[src/rtl/router_pkg.sv]
// Shared constants and header helpers for the router datapath register stage
// and its check accumulator.
package router_pkg;

  localparam int unsigned CHK_XOR   = 0;
  localparam int unsigned CHK_SUM   = 1;
  localparam int unsigned HDR_MAX_W = 64;

  function automatic int unsigned len_w(input int unsigned data_w, input int unsigned addr_w);
    return data_w - addr_w;
  endfunction

  // Header fields travel at the widest supported width; callers narrow the result.
  function automatic logic [HDR_MAX_W-1:0] hdr_len(input logic [HDR_MAX_W-1:0] hdr,
                                                   input int unsigned addr_w);
    return hdr >> addr_w;
  endfunction

  function automatic logic [HDR_MAX_W-1:0] hdr_addr(input logic [HDR_MAX_W-1:0] hdr,
                                                    input int unsigned addr_w);
    return hdr & ((HDR_MAX_W'(1) << addr_w) - HDR_MAX_W'(1));
  endfunction

endpackage

[src/rtl/router_chk_acc.sv]
// Clear/fold check accumulator: XOR parity or modular additive checksum.
module router_chk_acc
  import router_pkg::*;
#(
  parameter int unsigned DATA_W   = 8,
  parameter int unsigned CHK_MODE = CHK_XOR
) (
  input  logic              clock,
  input  logic              resetn,
  input  logic              clr,
  input  logic              fold,
  input  logic [DATA_W-1:0] data,
  output logic [DATA_W-1:0] acc
);

  logic [DATA_W-1:0] folded_c;

  always_comb begin
    folded_c = acc ^ data;
    if (CHK_MODE == CHK_SUM) folded_c = acc + data;
  end

  always_ff @(posedge clock or negedge resetn) begin
    if (!resetn)   acc <= '0;
    else if (clr)  acc <= '0;
    else if (fold) acc <= folded_c;
  end

endmodule

[src/rtl/router_reg_gen.sv]
// Router datapath register stage: header latch, FIFO write mux with full replay,
// end-of-packet check/length verification and saturating statistics.
module router_reg_gen
  import router_pkg::*;
#(
  parameter int unsigned DATA_W   = 8,
  parameter int unsigned ADDR_W   = 2,
  parameter int unsigned CHK_MODE = CHK_XOR,
  parameter int unsigned CNT_W    = 16
) (
  input  logic              clock,
  input  logic              resetn,
  input  logic              pkt_valid,
  input  logic              fifo_full,
  input  logic              detect_add,
  input  logic              lfd_state,
  input  logic              ld_state,
  input  logic              laf_state,
  input  logic              full_state,
  input  logic              rst_int_reg,
  input  logic              clr_stats,
  input  logic [DATA_W-1:0] data_in,
  output logic [DATA_W-1:0] dout,
  output logic              low_pkt_valid,
  output logic              parity_done,
  output logic              chk_err,
  output logic              len_err,
  output logic              err,
  output logic [CNT_W-1:0]  pkt_cnt,
  output logic [CNT_W-1:0]  err_cnt
);

  localparam int unsigned LEN_W  = len_w(DATA_W, ADDR_W);
  localparam int unsigned BCNT_W = LEN_W + 1;

  logic [DATA_W-1:0] header, hold, chk_byte, acc, fold_data;
  logic [LEN_W-1:0]  len;
  logic [BCNT_W-1:0] byte_cnt;
  logic fold_pay, fold, ld_capture, laf_capture;
  logic parity_done_q, err_q, pd_rise, err_rise, chk_mis, len_mis;

  assign fold_pay    = ld_state & pkt_valid & ~full_state;
  assign fold        = lfd_state | fold_pay;
  assign fold_data   = lfd_state ? header : data_in;
  assign ld_capture  = ld_state & ~pkt_valid & ~fifo_full;
  assign laf_capture = laf_state & low_pkt_valid & ~parity_done;
  assign pd_rise     = parity_done & ~parity_done_q;
  assign err_rise    = err & ~err_q;
  assign len         = LEN_W'(hdr_len(HDR_MAX_W'(header), ADDR_W));
  assign chk_mis     = acc != chk_byte;
  assign len_mis     = byte_cnt != {1'b0, len};

  router_chk_acc #(
    .DATA_W  (DATA_W),
    .CHK_MODE(CHK_MODE)
  ) u_chk_acc (
    .clock (clock),
    .resetn(resetn),
    .clr   (detect_add),
    .fold  (fold),
    .data  (fold_data),
    .acc   (acc)
  );

  // Header, FIFO write data, replay byte and check byte; a check byte that hit a
  // full FIFO sits in the replay byte and is taken from there in laf_state.
  always_ff @(posedge clock or negedge resetn) begin
    if (!resetn) begin
      header   <= '0;
      hold     <= '0;
      chk_byte <= '0;
      dout     <= '0;
    end else begin
      if (detect_add && pkt_valid) header <= data_in;
      if (ld_state && fifo_full)   hold   <= data_in;
      if (lfd_state)                   dout <= header;
      else if (ld_state && !fifo_full) dout <= data_in;
      else if (laf_state)              dout <= hold;
      if (ld_capture)       chk_byte <= data_in;
      else if (laf_capture) chk_byte <= hold;
    end
  end

  always_ff @(posedge clock or negedge resetn) begin
    if (!resetn)                           byte_cnt <= '0;
    else if (detect_add)                   byte_cnt <= '0;
    else if (fold_pay && byte_cnt != '1)   byte_cnt <= byte_cnt + BCNT_W'(1);
  end

  // Packet-end status and error flags; detect_add clears win over a pending set.
  always_ff @(posedge clock or negedge resetn) begin
    if (!resetn) begin
      low_pkt_valid <= 1'b0;
      parity_done   <= 1'b0;
      parity_done_q <= 1'b0;
      err_q         <= 1'b0;
      chk_err       <= 1'b0;
      len_err       <= 1'b0;
      err           <= 1'b0;
    end else begin
      parity_done_q <= parity_done;
      err_q         <= err;
      if (ld_state && !pkt_valid) low_pkt_valid <= 1'b1;
      else if (rst_int_reg)       low_pkt_valid <= 1'b0;
      if (detect_add)                       parity_done <= 1'b0;
      else if (ld_capture || laf_capture)   parity_done <= 1'b1;
      if (detect_add) begin
        chk_err <= 1'b0;
        len_err <= 1'b0;
        err     <= 1'b0;
      end else if (pd_rise) begin
        chk_err <= chk_mis;
        len_err <= len_mis;
        err     <= chk_mis | len_mis;
      end
    end
  end

  always_ff @(posedge clock or negedge resetn) begin
    if (!resetn) begin
      pkt_cnt <= '0;
      err_cnt <= '0;
    end else if (clr_stats) begin
      pkt_cnt <= '0;
      err_cnt <= '0;
    end else begin
      if (pd_rise && pkt_cnt != '1)  pkt_cnt <= pkt_cnt + CNT_W'(1);
      if (err_rise && err_cnt != '1) err_cnt <= err_cnt + CNT_W'(1);
    end
  end

endmodule

[config.mk]
export PLATFORM = sky130hd
export DESIGN_NAME = router_reg_gen
export DESIGN_NICKNAME = d
export VERILOG_FILES = /design/src/rtl/router_pkg.sv /design/src/rtl/router_chk_acc.sv /design/src/rtl/router_reg_gen.sv
export SDC_FILE = /design/constraint.sdc
export NUM_CORES = 1
export LEC_CHECK = 0
export CORE_ASPECT_RATIO = 0.75
export CORE_MARGIN = 5
export CORE_UTILIZATION = 57
export CTS_BUF_LIST = sky130_fd_sc_hd__clkbuf_2
export CTS_CLUSTER_DIAMETER = 40
export DETAILED_ROUTE_END_ITERATION = 10
export PLACE_DENSITY = 0.83
export SYNTH_ARGS = -nofsm -noshare
export SYNTH_HDL_FRONTEND = slang
export SYNTH_SLANG_ARGS = --single-unit
[constraint.sdc]
create_clock -name clock -period 2.4 [get_ports clock]
set_input_delay 0.24 -clock clock [delete_from_list [all_inputs] [get_ports clock]]
set_output_delay 0.24 -clock clock [all_outputs]
set_load 0.005 [all_outputs]
==> results of run 1 <==
[cells by family after synthesis]
family | share of synthesized area (%)
xor gates and xnor gates | 4.67
buffers and inverters | 3.06
adders and majority gates | 0.835
DFF | 47.8
and+or+nand+nor | 21.3
AOI/OAI and AO/OA | 13.7
muxes | 8.65
[how the worst max path moves through the flow]
stage / endpoint / slack, ns / cells past startpoint
final: pkt_cnt[0] / 0.38 / 4
after global routing: pkt_cnt[0] / 0.33 / 4
after CTS: byte_cnt[5] / 0.40 / 5
after detailed placement: byte_cnt[5] / 0.42 / 5
after global placement: byte_cnt[5] / 0.48 / 5
after floorplan: byte_cnt[5] / 0.57 / 5
[routing by layer]
layer  wire length (um)  up-vias  global-route usage, %
met2               4890      153                   35.7
met4                111        0                   4.80
met5                  0        -                      0
met1               4870     1799                   32.6
met3                809       11                   5.76
li1                   -     1743                      -
[per-stage QoR]
stage	util [%]	total power, mW	hold WS (ns)
finish	68.5	2.83	0.107
global route	68.5	2.98	0.0920
CTS	68.5	2.84	0.102
detailed placement	67.3	2.22	0.191
global placement	67.3	2.19	0.192
floorplan	-	1.97	-0.0556
[sequential cells by signal, indices dropped and copies added (netlist names)]
register and flops:
byte_cnt 7, chk_byte 8, chk_err 1, dout 8, err 1, err_cnt 16
err_q 1, header 8, hold 8, len_err 1, low_pkt_valid 1, parity_done 1
parity_done_q 1, pkt_cnt 16, u_chk_acc.acc 8
[synthesized netlist by cell type, types with 4 or more instances]
cell type  instances
nand2_1           33
nand3_1            9
dfrtp_1           86
nor2_1            59
o21ai_0           10
inv_1             14
clkbuf_1          11
a31oi_1            7
xor2_1            22
and4_1             5
nor4_1             8
a21oi_1           29
nand2b_1           4
o31ai_1            5
nand4_1            6
buf_2              4
mux2_2            28
mux2i_1            4
nor2b_1           16
a211oi_1           5
a311o_1            8
a21boi_0           9
and4_4             4
nor3_1             7
[where the power goes]
| group | switching [mW] | internal (mW) |
|---|---|---|
| Combinational | 0.248 | 0.256 |
| Clock | 0.495 | 0.143 |
| Sequential | 0.114 | 1.58 |
[area by class of cell]
cell class              instances  area, um^2
fillers                       624        2450
multi-input cells             330        2210
flip-flops and latches         86        2150
repair buffers                 71         703
well taps                     105         131
clock buffers                  12        60.1
inverters                      14        52.6
clock inverters                 4        23.8
[worst max-delay path: stages (launching register included)]
cell and delay (ns):
dfrtp_1 0.58, nand4_1 0.22, nor4_4 0.54, a31oi_1 0.27, mux2_2 0.32
[placed cells by master (no fill, tap or decap), types with 3 or more instances in the layout]
cell             synthesis  layout
dfrtp_1                 86      86
mux2_1                   3       3
a21oi_1                 29      29
nand3b_1                 3       3
a311oi_1                 3       3
mux2_2                  28      28
ha_1                     3       3
nand4_1                  6       6
a21boi_0                 9       9
and3_1                   3       3
nor2_1                  59      59
or3_1                    3       3
clkdlybuf4s50_1          0      62
nand3_1                  9       9
o21ai_0                 10      10
or4_1                    3       3
a31oi_1                  7       7
nor3_1                   7       7
and2_1                   3       3
and4_4                   4       4
nor2b_1                 16      16
o31ai_1                  5       5
inv_1                   14      14
mux2i_1                  4       4
a311o_1                  8       8
nand2b_1                 4       4
a211oi_1                 5       5
clkbuf_2                 1      12
and4_1                   5       5
nand2_1                 33      33
buf_4                    0       7
xor2_1                  22      22
nor4_1                   8       8
[what timing repair did]
item                                   4_1_cts  5_1_grt
resized for setup                            0        0
endpoints found under the hold margin       86        0
hold buffers                                 1        0
==> impl_metrics.py, run 1 <==
metrics = {
    "cells_and_area": {
        "drive_gt1_share_pct": 11.8,
        "area_growth_pct": 18.5,
        "layoutNonFillerInstCount": 622,
        "final_area_um2": 5330,
        "antenna_cells": 0,
        "nets": 534,
    },
    "power_and_ir_drop": {
        "leakagePower_nw": 2.34,
        "ir_drop_v": 0.000334,
        "powerDensity_nw_per_um2": 532,
    },
    "die": {
        "core_um2": 7780,
        "die_area_um2": 9790,
        "initial_utilization_pct": 57.8,
        "die_x_um": 113,
        "io_pins": 64,
        "dieHeight_um": 86.9,
        "rows": 28,
    },
    "yosys": {
        "synthFlopType": "dfrtp_1",
        "synth_area_um2": 4500,
        "synth_top_cell_area_share_pct": 47.8,
        "ys_types": 56,
        "synth_top_area_cell": "dfrtp_1",
        "ys_ff_latch": 86,
        "synthTopCellsByArea": "dfrtp_1 48%, mux2_2 7.0%, nor2_1 4.9%, xor2_1 4.3%, a21oi_1 3.2%",
        "yosysWarnings": 0,
        "netlist_instances": 449,
        "syn_nets": 471,
        "syn_avg_cell_area_um2": 10.0,
        "ys_seq_area_share_pct": 47.8,
        "synth-edff-count": 0,
        "async_flop_share_pct": 100,
    },
    "sta": {
        "post-route-period-util_pct": 84.4,
        "final_hold_viol_count": 0,
        "tightest_slew_ns": 0.666,
        "clock_skew_ns": 0.0248,
        "drv_slew": 0,
        "setup_ws_ns": 0.375,
        "maxSlewHeadroom_pct": 55.6,
        "max_freq_mhz": 494,
        "final-setup-viol-count": 0,
        "rsz0062_at_grt": "false",
        "finalSetupTns_ns": 0,
        "fin_crit_ns": 2.02,
    },
    "route": {
        "postRouteAntennaNets": 0,
        "drc_errors": 0,
        "vias": 3706,
        "wl_mm": 10.7,
        "drt_iter0_drc": 254,
        "dr.pass1.iters": 5,
        "vias_per_cell": 5.96,
        "wl_per_cell_um": 17.2,
    },
    "critical_path": {
        "crit_fanout": 11,
        "start_kind": "register",
        "r2r_cells": 4,
        "timing.rr.end": "pkt_cnt[0]",
        "worstSetupPathType": "register to register",
        "timing.rr.start": "pkt_cnt[2]",
        "r2r_slack_ns": 0.38,
        "crit_path_end_kind": "register",
        "worstPathArrival_ns": 2.48,
        "required_ns": 2.86,
        "setup.worst_path.start": "pkt_cnt[2]",
    },
    "global_routing": {
        "grt_pass1_vias": 3706,
        "antenna_found_initial": 0,
        "grt_pass1_wl_mm": 18.1,
        "overflow": 0,
        "track_usage_pct": 22.8,
        "grt_max_degree": 59,
    },
    "place": {
        "dpl-instance-area_um2": 5240,
        "pre_cts_ws_ns": 0.420,
        "hpwl_mm": 7.50,
        "dp_cells": 605,
        "gp_routability_congestion": 0.863,
        "io_buffers": 63,
    },
    "clock_network": {
        "cts_tree": "yes",
        "cts.sinks": 86,
        "clk_pin_slew_ns": 0.24,
        "cts_root_buf": "clkbuf_2",
        "cts_buffers": 9,
        "cts_buffer_depth": 2,
        "worstSkewPairLatency_ns": 0.56,
        "h-tree-depth": 3,
        "post_cts_buffers": 0,
    },
    "run_status": {
        "status": "complete, no violations",
    },
    "run": {
        "max-cap-violations": 0,
    },
    "hold_path": {
        "hp-class": "input pin to asynchronous set/reset pin",
    },
}
Note: power is estimated with default switching activity, not from simulation.
==> run 2: changes to the inputs <==
Settings changed: CORE_UTILIZATION 57 to 51, PLACE_DENSITY 0.83 to 0.78.
Clock period 2.4 ns to 1.7 ns, I/O delays scaled along.
==> impl_metrics.py, run 2 (synthesis gave the netlist of run 1 again) <==
metrics = {
    "die": {
        "initial_utilization_pct": 52.8,
        "rows": 29,
        "die_x_um": 118,
        "dieHeight_um": 91.3,
        "core_um2": 8530,
        "die_area_um2": 10800,
        "io_pins": 64,
    },
    "place": {
        "dp_cells": 651,
        "hpwl_mm": 8.17,
        "io_buffers": 63,
        "gp_routability_congestion": 0.846,
        "pre_cts_ws_ns": -0.0471,
    },
    "cells_and_area": {
        "area_growth_pct": 38.3,
        "mostFrequentLayoutCells": "82 x dfrtp_1, 75 x buf_4, 59 x nor2_1",
        "largestRegisters": "err_cnt x16, pkt_cnt x16",
        "antenna_cells": 0,
        "nets": 610,
        "final_common_cell": "dfrtp_1",
        "drive_gt1_share_pct": 30.1,
        "layoutNonFillerInstCount": 700,
    },
    "route": {
        "wl_per_cell_um": 17.7,
        "drc_errors": 0,
        "postRouteAntennaNets": 0,
        "vias": 4090,
        "vias_per_cell": 5.84,
        "wl_mm": 12.4,
        "drt_iter0_drc": 352,
        "dr.pass1.iters": 5,
    },
    "run_status": {
        "status": "finished with violations",
        "violations": "setup timing",
    },
    "sta": {
        "final-setup-viol-count": 3,
        "max_freq_mhz": 578,
        "clock_skew_ns": 0.0401,
        "rsz0062_at_grt": "true",
        "maxSlewHeadroom_pct": 70.0,
        "setup_ws_ns": -0.0303,
        "drv_slew": 0,
        "final_hold_viol_count": 0,
        "tightest_slew_ns": 0.450,
        "fin_crit_ns": 1.73,
        "post-route-period-util_pct": 102,
    },
    "critical_path": {
        "crit_path_frequent_cell": "buf_6",
        "worstSetupPathType": "register to register",
        "r2r_cells": 6,
        "required_ns": 2.16,
        "worstPathArrival_ns": 2.19,
        "start_kind": "register",
        "cpPeakStageDelay_ns": 0.41,
        "slowest_stage": "dfrtp_1",
        "worstPathCellList": "buf_6 -> nand4_1 -> nor4_4 -> buf_6 -> a21oi_2 -> mux2_4",
        "crit_fanout": 6,
        "crit_path_end_kind": "register",
    },
    "global_routing": {
        "grt_pass1_wl_mm": 19.7,
        "overflow": 0,
        "track_usage_pct": 22.3,
        "antenna_found_initial": 0,
        "grt_pass1_vias": 3964,
        "grt_max_degree": 45,
    },
    "clock_network": {
        "cts_buffer_depth": 2,
        "clk_pin_slew_ns": 0.24,
        "cts_tree": "yes",
        "cts_root_buf": "clkbuf_2",
        "cts.sinks": 86,
        "h-tree-depth": 3,
        "cts_buffers": 9,
        "worstSkewPairLatency_ns": 0.58,
    },
    "hold_path": {
        "hp-class": "input pin to asynchronous set/reset pin",
    },
    "power_and_ir_drop": {
        "ir_drop_v": 0.000525,
        "p_total_mw": 4.20,
        "leakagePower_nw": 3.10,
        "powerDensity_nw_per_um2": 675,
    },
    "run": {
        "max-cap-violations": 0,
    },
}
## run 2: worst max-delay path, delay by kind of cell (launching register included)
| family | cells | cell delay, ns |
|---|---|---|
| simple gates | 2 | 0.52 |
| compound gates | 1 | 0.10 |
| mux | 1 | 0.31 |
| flops | 1 | 0.41 |
| buf+inv | 2 | 0.31 |
## run 2: final cells by class
cell class | instances | area, um^2
Clock buffer | 10 | 50.0
Clock inverter | 5 | 51.3
Fill cell | 569 | 2310
Inverter | 14 | 52.6
Multi-Input combinational cell | 330 | 2450
Sequential cell | 86 | 2160
Tap cell | 108 | 135
Timing Repair Buffer | 147 | 1330
## run 2: through the flow
stage / hold slack [ns] / TNS, ns / area, um^2 / utilization, %
final: 0.0520 / -0.0701 / 6220 / 73.0
after global routing: 0.0375 / -0.802 / 6220 / 73.0
after CTS: 0.0416 / 0 / 5900 / 69.2
after detailed placement: 0.148 / -0.0473 / 5620 / 65.9
after global placement: 0.150 / -0.00636 / 5620 / 65.9
after floorplan: -0.126 / 0 / 4510 / -
## run 2: what timing repair did
action / in CTS / in global routing
gates cloned: 0 / 1
buffers inserted: 22 / 10
endpoints found under the hold margin: 86 / 0
pin swaps: 0 / 11
hold buffers: 1 / 0
setup endpoints to repair: 42 / 40
gates resized for setup: 39 / 60
## run 2: worst paths after layout
kind                        startpoint             to  slack [ns]
min                             resetn      header[7]        0.05
max reg2reg                 pkt_cnt[4]     pkt_cnt[2]       -0.03
min in group clock         rst_int_reg  low_pkt_valid        0.14
max                         pkt_cnt[4]     pkt_cnt[2]       -0.03
min reg2reg                  header[0]      header[0]        0.53
max in group asynchronous       resetn    pkt_cnt[14]        1.00
## run 2: report_power, final
part           internal [mW]  switching [mW]
clock network          0.327           0.678
registers               2.23           0.136
logic                  0.426           0.401
## run 2: layer usage
metal  GRT usage [%]  vias to the layer above  part of all wire (%)  wire, um
met5               0                        -                     0         0
met2            36.2                      154                    49      6000
met4            4.63                        0                   1.3       162
met3            7.14                       25                   6.9       848
li1                -                     1898                     -         -
met1            29.6                     2013                    43      5350
